**src/rtl/key_debounce_pkg.sv**
```systemverilog
// Shared definitions for the key debouncer: FSM encodings and
// the released-level helper used to seed the synchroniser.
package key_debounce_pkg;

    typedef enum logic [1:0] {
        S_RELEASED     = 2'd0,
        S_PRESS_WAIT   = 2'd1,
        S_PRESSED      = 2'd2,
        S_RELEASE_WAIT = 2'd3
    } state_t;

    // Raw input level that means "not pressed" for the given polarity.
    function automatic logic released_level(input int active_low);
        return (active_low != 0) ? 1'b1 : 1'b0;
    endfunction

endpackage

```
**src/rtl/sync_2ff.sv**
```systemverilog
// Two-flop synchroniser with synchronous active-low reset to RST_VAL.
// Generic enough to condition any asynchronous single-bit control.
module sync_2ff #(
    parameter logic RST_VAL = 1'b0
) (
    input  logic clk,
    input  logic rst_n,
    input  logic d,
    output logic q
);

    logic meta;

    always_ff @(posedge clk) begin
        if (!rst_n) begin
            meta <= RST_VAL;
            q    <= RST_VAL;
        end else begin
            meta <= d;
            q    <= meta;
        end
    end

endmodule

```
**src/rtl/key_debounce.sv**
```systemverilog
// Push-button debouncer: synchronise, require CNT_MAX stable cycles,
// then emit a clean level, press/release pulses and a press counter.
module key_debounce #(
    parameter int CNT_MAX    = 4,
    parameter int ACTIVE_LOW = 1,
    parameter int CNT_W      = 8
) (
    input  logic             clk,
    input  logic             rst_n,
    input  logic             key_in,
    output logic             key_level,
    output logic             key_press,
    output logic             key_release,
    output logic [CNT_W-1:0] press_cnt
);

    import key_debounce_pkg::*;

    localparam int             CW       = $clog2(CNT_MAX);
    localparam logic           REL      = released_level(ACTIVE_LOW);
    localparam logic [CW-1:0]  CNT_LAST = CW'(CNT_MAX - 1);

    logic          sync_q;
    logic          key_s;
    state_t        state_q, state_d;
    logic [CW-1:0] cnt_q, cnt_d;
    logic          level_d, press_d, release_d;

    sync_2ff #(
        .RST_VAL (REL)
    ) u_sync (
        .clk   (clk),
        .rst_n (rst_n),
        .d     (key_in),
        .q     (sync_q)
    );

    // Normalise polarity so key_s = 1 always means pressed.
    assign key_s = sync_q ^ REL;

    always_ff @(posedge clk) begin
        if (!rst_n) begin
            state_q     <= S_RELEASED;
            cnt_q       <= '0;
            key_level   <= 1'b0;
            key_press   <= 1'b0;
            key_release <= 1'b0;
            press_cnt   <= '0;
        end else begin
            state_q     <= state_d;
            cnt_q       <= cnt_d;
            key_level   <= level_d;
            key_press   <= press_d;
            key_release <= release_d;
            if (press_d)
                press_cnt <= press_cnt + CNT_W'(1);
        end
    end

    always_comb begin
        state_d   = state_q;
        cnt_d     = cnt_q;
        level_d   = key_level;
        press_d   = 1'b0;
        release_d = 1'b0;
        unique case (state_q)
            S_RELEASED: begin
                if (key_s) begin
                    state_d = S_PRESS_WAIT;
                    cnt_d   = '0;
                end
            end
            S_PRESS_WAIT: begin
                if (!key_s) begin
                    state_d = S_RELEASED;
                    cnt_d   = '0;
                end else if (cnt_q == CNT_LAST) begin
                    state_d = S_PRESSED;
                    cnt_d   = '0;
                    level_d = 1'b1;
                    press_d = 1'b1;
                end else begin
                    cnt_d = cnt_q + 1'b1;
                end
            end
            S_PRESSED: begin
                if (!key_s) begin
                    state_d = S_RELEASE_WAIT;
                    cnt_d   = '0;
                end
            end
            S_RELEASE_WAIT: begin
                // A bounce back to pressed keeps the level high.
                if (key_s) begin
                    state_d = S_PRESSED;
                    cnt_d   = '0;
                end else if (cnt_q == CNT_LAST) begin
                    state_d   = S_RELEASED;
                    cnt_d     = '0;
                    level_d   = 1'b0;
                    release_d = 1'b1;
                end else begin
                    cnt_d = cnt_q + 1'b1;
                end
            end
            default: begin
                state_d = S_RELEASED;
                cnt_d   = '0;
            end
        endcase
    end

endmodule

```
**config.mk**
```make
export PLATFORM = sky130hd
export DESIGN_NAME = key_debounce
export DESIGN_NICKNAME = d
export VERILOG_FILES = /design/src/rtl/key_debounce_pkg.sv /design/src/rtl/sync_2ff.sv /design/src/rtl/key_debounce.sv
export SDC_FILE = /design/constraint.sdc
export NUM_CORES = 1
export LEC_CHECK = 0
export ABC_CLOCK_PERIOD_IN_PS = 4350
export BUFFER_PORTS_ARGS = -buffer_cell sky130_fd_sc_hd__buf_2
export CORE_MARGIN = 5
export CORE_UTILIZATION = 45
export CTS_CLUSTER_DIAMETER = 120
export DETAILED_ROUTE_END_ITERATION = 7
export HOLD_SLACK_MARGIN = 0.05
export PLACE_DENSITY = 0.79
export SLEW_MARGIN = 5
export SYNTH_ARGS = -nofsm -noshare
export SYNTH_HDL_FRONTEND = slang
export SYNTH_SLANG_ARGS = --single-unit
```
**constraint.sdc**
```tcl
create_clock -name clk -period 4.35 [get_ports clk]
set_clock_uncertainty 0.05 [all_clocks]
set_input_delay 0 -clock clk [delete_from_list [all_inputs] [get_ports clk]]
set_output_delay 0 -clock clk [all_outputs]
set_load 0.01 [all_outputs]
```
==> impl_summary.txt, run 1 <==
----------------------------------------------------
[Drt]
  Top layer used by detailed routing ... met4
  Detailed-router iteration count before antenna repair ... 4
  Overall via count from detail_route ... 573
  Routed length on met1 ... 615 um
  DRC marker count from the first detailed-route iteration ... 14
  Detailed-routed wire length on met3 ... 53 um
  Met2 wire len ... 549 um
  Aggregate routed wire length ... 1.23 mm
  Avg Vias per Cell ... 5.16
  Final routed DRC violation total ... 0
  Antenna-violating nets left ... 0
  Routed length per instance ... 11.1 um

[Setup path]
  Category of the worst setup path launch point ... flip-flop
  Critical path start-end classification ... flip-flop to flip-flop
  Critical path peak fanout ... 12
  Reg-to-reg startpoint ... cnt_q[0]
  Arrival time at the worst endpoint ... 1.84 ns
  Cells on worst reg2reg path ... 4
  Type of destination of the critical path ... flip-flop
  Critical path startpoint ... cnt_q[0]
  R2R setup slack ... 2.68 ns
  WP data required ... 4.53 ns

[Power and ir drop]
  Leakage power ... 0.329 nW
  Total net switching power ... 0.0535 mW
  Cell-internal power ... 0.198 mW
  Switching part of the total power ... 21.3%
  Relative contribution of sequential cells to total power ... 63.3%
  Peak ir drop on the vdd network ... 225 uV
  Logic gate share of total power ... 4.1%
  Ratio of total power to cell area ... 295 nW/um^2
  Clock power share ... 32.7%

[Floorplanning]
  Die outline area ... 2540 sq um
  Cell row count ... 14
  Core Box Area ... 1520 sq um
  Die extent in x ... 50.4 um
  Top-level port count ... 14
  Effective utilization at floorplan ... 48.2%
  Die Ht ... 50.4 um

[Layout]
  Diode count ... 0
  Final Cell Area ... 853 sq um
  Commonest non-fill, non-tap cell in the layout ... dfxtp_1
  Fill cells ... 143
  Post-layout net count ... 101
  Fraction of layout cells with a size suffix above 1 ... 22.1%
  Layout overhead on the synthesized area ... 16.2%
  Commonest non-fill, non-tap cells in the layout ... dfxtp_1 (17), buf_2 (13), a21oi_1 (10), nand2_1 (9)

[STA]
  Share of the clock period used by the worst path after layout ... 38.3%
  Final setup violation count ... 0
  RSZ-0062 raised after global routing ... false
  F_max ... 600 MHz
  Total Negative Setup Slacks ... 0 ns
  Worst Max-Slew Pin Slew ... 0.388 ns
  Final number of hold-violating endpoints ... 0
  Tightest slew margin relative to the limit ... 73.9%
  Pins over their slew limit ... 0
  Time the worst path needs with I/O delays and setup ... 1.67 ns

[Synthesis]
  Unique cell type count in the Yosys netlist ... 25
  Number of cells produced by synthesis ... 78
  YS warnings ... 0
  Library cell occupying the most area in the post-synthesis netlist ... dfxtp_1
  Sequential fraction of the synthesis area ... 46.3%
  Post-synthesis instance area ... 734 sq um
  Number of storage elements in the synthesis netlist ... 17
  Per-instance average area after synthesis ... 9.42 sq um
  Post-synth net total ... 83
  Cell types occupying the most area after synthesis ... dfxtp_1 (46%), a21oi_1 (6.8%), nand2_1 (4.6%)
  Post-synth top area share ... 46.3%

[CTS]
  Inserted Clock Buffers ... 3
  Count of instances resized after the clock tree is built ... 0
  Clock transition at the registers of the reported paths ... 0.10 ns
  CTS H-tree depth ... 1
  Clk buf depth ... 2
  Cell chosen for the clock root ... clkbuf_4
  CTS tree ... built
  Clk sinks ... 17
  Skew-Pair Late Insertion Delay ... 0.28 ns

[Placement]
  Count of buffers inserted at the top-level ports ... 13
  Post-detail-place hpwl ... 872 um
  Total cell area at the placement stage ... 797 sq um
  Final estimated routing congestion in global placement ... 0.768

[Min path]
  Number of cells traversed by the worst hold path ... 1
  Class of the most critical hold timing path ... flip-flop to flip-flop
  Startpoint of the lowest-slack hold path ... u_sync.meta

[GRT]
  Antenna violations before repair ... 0
  Pin count of the biggest net entering global routing ... 13
  Via count of the first global-routing pass ... 505
  GRT Resource Usage Total ... 10.2%
  First-pass GRT wire length ... 2.15 mm
  Final global-route overflow total ... 0

[Flow run]
  Count of maximum capacitance violations ... 0

[Status]
  Result of the run ... completed

----------------------------------------------------
synthesized netlist by cell type:
cell / n
a21oi_1: 10
and3_1: 1
and3b_2: 1
and4bb_2: 1
buf_4: 1
buf_6: 1
clkbuf_1: 1
dfxtp_1: 17
ha_1: 2
inv_1: 4
mux2i_1: 1
nand2_1: 9
nand2b_1: 3
nand3_1: 4
nand3b_1: 1
nand4_1: 1
nand4bb_4: 1
nor2_1: 4
nor4_1: 1
o21ai_0: 1
o21bai_1: 1
o31ai_1: 4
or3b_2: 2
or4_1: 4
xnor2_1: 2
worst max-delay path: stages, from the launching register on:
cell and delay (ns):
dfxtp_1 0.35, ha_1 0.30, nand4bb_4 0.22, or4_1 0.55, a21oi_1 0.15
final cells by class:
cell class | count | area [sq um] | share of cell area [%]
clock buffers | 4 | 26.3 | 3.08
inverters | 4 | 15.0 | 1.76
multi-input cells | 54 | 357 | 41.8
flip-flops and latches | 17 | 340 | 39.9
well taps | 16 | 20.0 | 2.35
repair buffers | 16 | 95.1 | 11.1
per-layer routing:
metal	vias to the layer above	global-route usage (%)
li1	312	-
met3	2	1.78
met4	0	2.55
met2	7	16.5
met5	-	0
met1	252	13.9
kinds of logic (layout without fill, tap and decap cells):
| group | after synthesis | in the layout | synth area share (%) |
|---|---|---|---|
| DFF | 17 | 17 | 46.3 |
| buffers and inverters | 7 | 24 | 5.11 |
| adders and majority gates | 2 | 2 | 3.41 |
| muxes | 1 | 1 | 1.36 |
| AOI/OAI and AO/OA | 16 | 16 | 12.6 |
| and+or+nand+nor | 33 | 33 | 28.8 |
| xor gates and xnor gates | 2 | 2 | 2.39 |
worst paths after layout:
path	end
setup / recovery	press_cnt[5]
hold / removal	u_sync.q
setup reg to reg	press_cnt[5]
hold reg to reg	u_sync.q
per-stage QoR:
stage / total power, mW / worst slack (ns) / std cells / hold WS, ns / utilization (%)
floorplan: 0.168 / 2.81 / 78 / 0.0230 / -
global placement: 0.171 / 2.77 / 104 / 0.134 / 52.3
detailed placement: 0.171 / 2.69 / 104 / 0.149 / 52.3
CTS: 0.254 / 2.69 / 111 / 0.396 / 56.0
global route: 0.262 / 2.57 / 111 / 0.413 / 56.0
finish: 0.252 / 2.68 / 111 / 0.389 / 56.0
power by group through the flow:
stage	combinational [mW]	sequential (mW)	clock, mW
after global routing	0.0117	0.160	0.0905
after detailed placement	0.00838	0.163	0
after CTS	0.0104	0.159	0.0842
final	0.0102	0.159	0.0823
after floorplan	0.00554	0.163	0
after global placement	0.00820	0.163	0
registers in the layout, indices dropped and copies added, names as in the netlist, named ones only:
register     flops
cnt_q            2
key_level        1
key_press        1
key_release      1
press_cnt        8
state_q          1
u_sync.meta      1
u_sync.q         1
timing repair:
| item | in CTS | in global routing |
|---|---|---|
| hold buffers | 3 | 0 |
| setup buffers | 0 | 0 |
| endpoints found under the hold margin | 6 | 0 |
(Power assumes the default switching activity.)
==> run 2, diff against run 1 <==
Settings changed: ABC_AREA from default to 1, ABC_CLOCK_PERIOD_IN_PS 4350 to 1580.
Clock period 4.35 ns to 1.58 ns, I/O delays scaled along.
==> run 2 against run 1 <==
Against the previous run: register-to-register slack got worse by 2.4 ns; clock-buffer cell count down 1; sequential power grew to 2.7 times the previous value; final area is 0.15% lower; total power grew to 2.8 times the previous value; via count rose by 8.9%; global-route usage is 1.9 points higher; hold slack lost 0.016 ns; wire length rose by 8.1%; critical path depth grew 2; combinational power rose to 2.5 times the previous value; first-iteration DRC count shrank 36%; highest routed layer unchanged.
==> impl_summary.txt, run 2 <==
----------------------------------------------------
[STA]
  RSZ-0062 raised after global routing ... false (unchanged)
  Share of the clock period used by the worst path after layout ... 83.2% (was 38.3%)
  F_max ... 760 MHz (was 600 MHz)
  Hold slack ... 0.373 ns (was 0.389 ns)
  Worst Max-Slew Pin Slew ... 0.256 ns (was 0.388 ns)
  Total Negative Setup Slacks ... 0 ns (unchanged)
  Smallest setup slack after layout ... 0.265 ns (was 2.68 ns)
  Tightest slew margin relative to the limit ... 82.9% (was 73.9%)
  Time the worst path needs with I/O delays and setup ... 1.32 ns (was 1.67 ns)
  Final number of hold-violating endpoints ... 0 (unchanged)
  Final setup violation count ... 0 (unchanged)
  Pins over their slew limit ... 0 (unchanged)

[CTS]
  Skew-Pair Late Insertion Delay ... 0.29 ns (was 0.28 ns)
  Count of instances resized after the clock tree is built ... 0 (unchanged)
  Cell chosen for the clock root ... clkbuf_4 (unchanged)
  Clk sinks ... 17 (unchanged)
  CTS H-tree depth ... 1 (unchanged)
  CTS tree ... built (unchanged)
  Clk buf depth ... 2 (unchanged)
  Inserted Clock Buffers ... 3 (unchanged)
  Clock transition at the registers of the reported paths ... 0.11 ns (was 0.10 ns)
  Number of hold-repair buffers added at the cts stage ... 2 (was 3)
  Buffer count from post-CTS setup fixing ... 0 (unchanged)

[Drt]
  Routed length per instance ... 10.2 um (was 11.1 um)
  Antenna-violating nets left ... 0 (unchanged)
  Detailed-router iteration count before antenna repair ... 4 (unchanged)
  Final routed DRC violation total ... 0 (unchanged)
  Avg Vias per Cell ... 4.80 (was 5.16)
  DRC marker count from the first detailed-route iteration ... 9 (was 14)
  Overall via count from detail_route ... 624 (was 573)
  Aggregate routed wire length ... 1.33 mm (was 1.23 mm)

[Synthesis]
  Per-instance average area after synthesis ... 7.57 sq um (was 9.42 sq um)
  Sequential fraction of the synthesis area ... 46.8% (was 46.3%)
  Most frequent cell after synthesis ... nand2_1 (was dfxtp_1)
  YS warnings ... 0 (unchanged)
  Post-synth top area share ... 46.8% (was 46.3%)
  Ys async rst share ... 0% (unchanged)
  Commonest register cell after synthesis ... dfxtp_1 (unchanged)
  Library cell occupying the most area in the post-synthesis netlist ... dfxtp_1 (unchanged)
  Post-synth net total ... 101 (was 83)
  Number of storage elements in the synthesis netlist ... 17 (unchanged)
  Post-synth EDFFs ... 0 (unchanged)
  Number of cells produced by synthesis ... 96 (was 78)
  Commonest cells post-synth ... nand2_1 (18), dfxtp_1 (17), inv_1 (16), nor2_1 (14), o21ai_0 (6) (was dfxtp_1 (17), a21oi_1 (10), nand2_1 (9))
  Cell types occupying the most area after synthesis ... dfxtp_1 (47%), nand2_1 (9.3%), inv_1 (8.3%) (was dfxtp_1 (46%), a21oi_1 (6.8%), nand2_1 (4.6%))
  Post-synthesis instance area ... 727 sq um (was 734 sq um)
  Unique cell type count in the Yosys netlist ... 21 (was 25)

[Power and ir drop]
  Relative contribution of sequential cells to total power ... 62.3% (was 63.3%)
  Clock power share ... 33.9% (was 32.7%)
  Leakage power ... 0.433 nW (was 0.329 nW)
  Cell-internal power ... 0.539 mW (was 0.198 mW)
  Total net switching power ... 0.160 mW (was 0.0535 mW)
  Peak ir drop on the vdd network ... 491 uV (was 225 uV)
  Switching part of the total power ... 22.9% (was 21.3%)
  Logic gate share of total power ... 3.7% (was 4.1%)
  Ratio of total power to cell area ... 820 nW/um^2 (was 295 nW/um^2)
  Total power ... 0.698 mW (was 0.252 mW)

[Layout]
  Fill cells ... 143 (unchanged)
  Layout overhead on the synthesized area ... 17.2% (was 16.2%)
  Fraction of layout cells with a size suffix above 1 ... 23.7% (was 22.1%)
  Reg with most FFs ... press_cnt (unchanged)
  Final Cell Area ... 852 sq um (was 853 sq um)
  Commonest non-fill, non-tap cell in the layout ... nand2_1 (was dfxtp_1)
  Diode count ... 0 (unchanged)
  Max FFs per register ... 8 (unchanged)
  Post-layout net count ... 120 (was 101)
  Final core area utilization ... 55.9% (was 56.0%)
  Commonest non-fill, non-tap cells in the layout ... nand2_1 (18), dfxtp_1 (17), inv_1 (16), nor2_1 (14), buf_2 (13) (was dfxtp_1 (17), buf_2 (13), a21oi_1 (10), nand2_1 (9))
  Biggest regs ... press_cnt (8), cnt_q (2) (unchanged)
  Number of cells in the finished layout apart from fillers ... 130 (was 111)

[Floorplanning]
  Effective utilization at floorplan ... 47.7% (was 48.2%)
  Cell row count ... 14 (unchanged)
  Core Box Area ... 1520 sq um (unchanged)
  Die Ht ... 50.2 um (was 50.4 um)
  Die outline area ... 2520 sq um (was 2540 sq um)
  Die extent in x ... 50.2 um (was 50.4 um)
  Top-level port count ... 14 (unchanged)

[GRT]
  Via count of the first global-routing pass ... 566 (was 505)
  Antenna violations before repair ... 0 (unchanged)
  Final global-route overflow total ... 0 (unchanged)
  First-pass GRT wire length ... 2.39 mm (was 2.15 mm)
  Pin count of the biggest net entering global routing ... 13 (unchanged)
  GRT Resource Usage Total ... 12.1% (was 10.2%)

[Setup path]
  Critical path start-end classification ... flip-flop to flip-flop (unchanged)
  Cells on worst reg2reg path ... 6 (was 4)
  Endpoint of the most critical register-to-register path ... press_cnt[5] (unchanged)
  Category of the worst setup path launch point ... flip-flop (unchanged)
  Critical path peak fanout ... 6 (was 12)
  R2R setup slack ... 0.26 ns (was 2.68 ns)
  Type of destination of the critical path ... flip-flop (unchanged)
  WP data required ... 1.72 ns (was 4.53 ns)
  Reg-to-reg startpoint ... cnt_q[0] (unchanged)
  Arrival time at the worst endpoint ... 1.45 ns (was 1.84 ns)
  Critical path startpoint ... cnt_q[0] (unchanged)

[Min path]
  Hold endpoint ... u_sync.meta (was u_sync.q)
  Startpoint of the lowest-slack hold path ... key_in (was u_sync.meta)
  Class of the most critical hold timing path ... input pin to flip-flop (was flip-flop to flip-flop)
  Number of cells traversed by the worst hold path ... 3 (was 1)

[Placement]
  Post-detail-place hpwl ... 996 um (was 872 um)
  Count of buffers inserted at the top-level ports ... 13 (unchanged)
  Final estimated routing congestion in global placement ... 0.746 (was 0.768)
  Pre-CTS setup slack ... 0.286 ns (was 2.69 ns)
  Total cell area at the placement stage ... 805 sq um (was 797 sq um)
  Cell total after placement ... 124 (was 104)

[Status]
  Result of the run ... completed (unchanged)

[Flow run]
  Count of maximum capacitance violations ... 0 (unchanged)

----------------------------------------------------
==> run 2: changes by cell type in the layout (fill, tap and decap cells not counted), sizes merged, moves of 3 or more <==
cell,before,now
a21oi,10,5
inv,4,17
nand2,9,20
nand2b,3,0
nor2,4,16
o21ai,1,6
o31ai,4,1
or4,4,0
==> run 2: worst max-delay path by stage <==
stage	end	slack, ns	cells after the start
after CTS	press_cnt[5]	0.27	6
after global routing	press_cnt[0]	0.12	6
after floorplan	press_cnt[0]	0.40	6
final	press_cnt[5]	0.26	6
after global placement	press_cnt[0]	0.35	6
after detailed placement	press_cnt[5]	0.29	6
==> run 2: worst max-delay path, stage by stage (launching register included) <==
cell,delay [ns]
dfxtp_1,0.36
ha_1,0.16
nand2_2,0.11
nor2_4,0.19
nand3_1,0.11
o21ai_0,0.16
nor2_1,0.06
==> run 2: power groups by stage <==
stage	Clock, mW	Sequential, mW	Combinational (mW)
final	0.237	0.435	0.0259
after floorplan	0	0.445	0.0176
after CTS	0.237	0.435	0.0261
after global routing	0.269	0.437	0.0295
after detailed placement	0	0.445	0.0222
after global placement	0	0.445	0.0214
==> run 2: kinds of logic (layout without fill, tap and decap cells) <==
| logic type | Yosys count | in the layout | share of synthesized area (%) |
|---|---|---|---|
| AO/OA/AOI/OAI | 13 | 13 | 9.98 |
| adder cells (fa/ha/maj) | 2 | 2 | 3.44 |
| buffers and inverters | 18 | 36 | 9.81 |
| flip-flops | 17 | 17 | 46.8 |
| AND/OR/NAND/NOR | 46 | 46 | 29.9 |
==> run 2: layer usage <==
metal,routed length (um),vias up,GRT usage [%]
met3,57,4,3.85
met2,619,10,19.7
met4,19,0,5.24
li1,-,336,-
met1,631,274,14.4
met5,0,-,0
==> run 2: final cells by class <==
class	count	area, sq um	share of cell area (%)
clock buffers	3	22.5	2.64
well taps	16	20.0	2.35
multi-input cells	61	315	37.0
repair buffers	15	85.1	9.99
flip-flops and latches	17	340	39.9
inverters	17	63.8	7.49
clock inverters	1	5.00	0.587
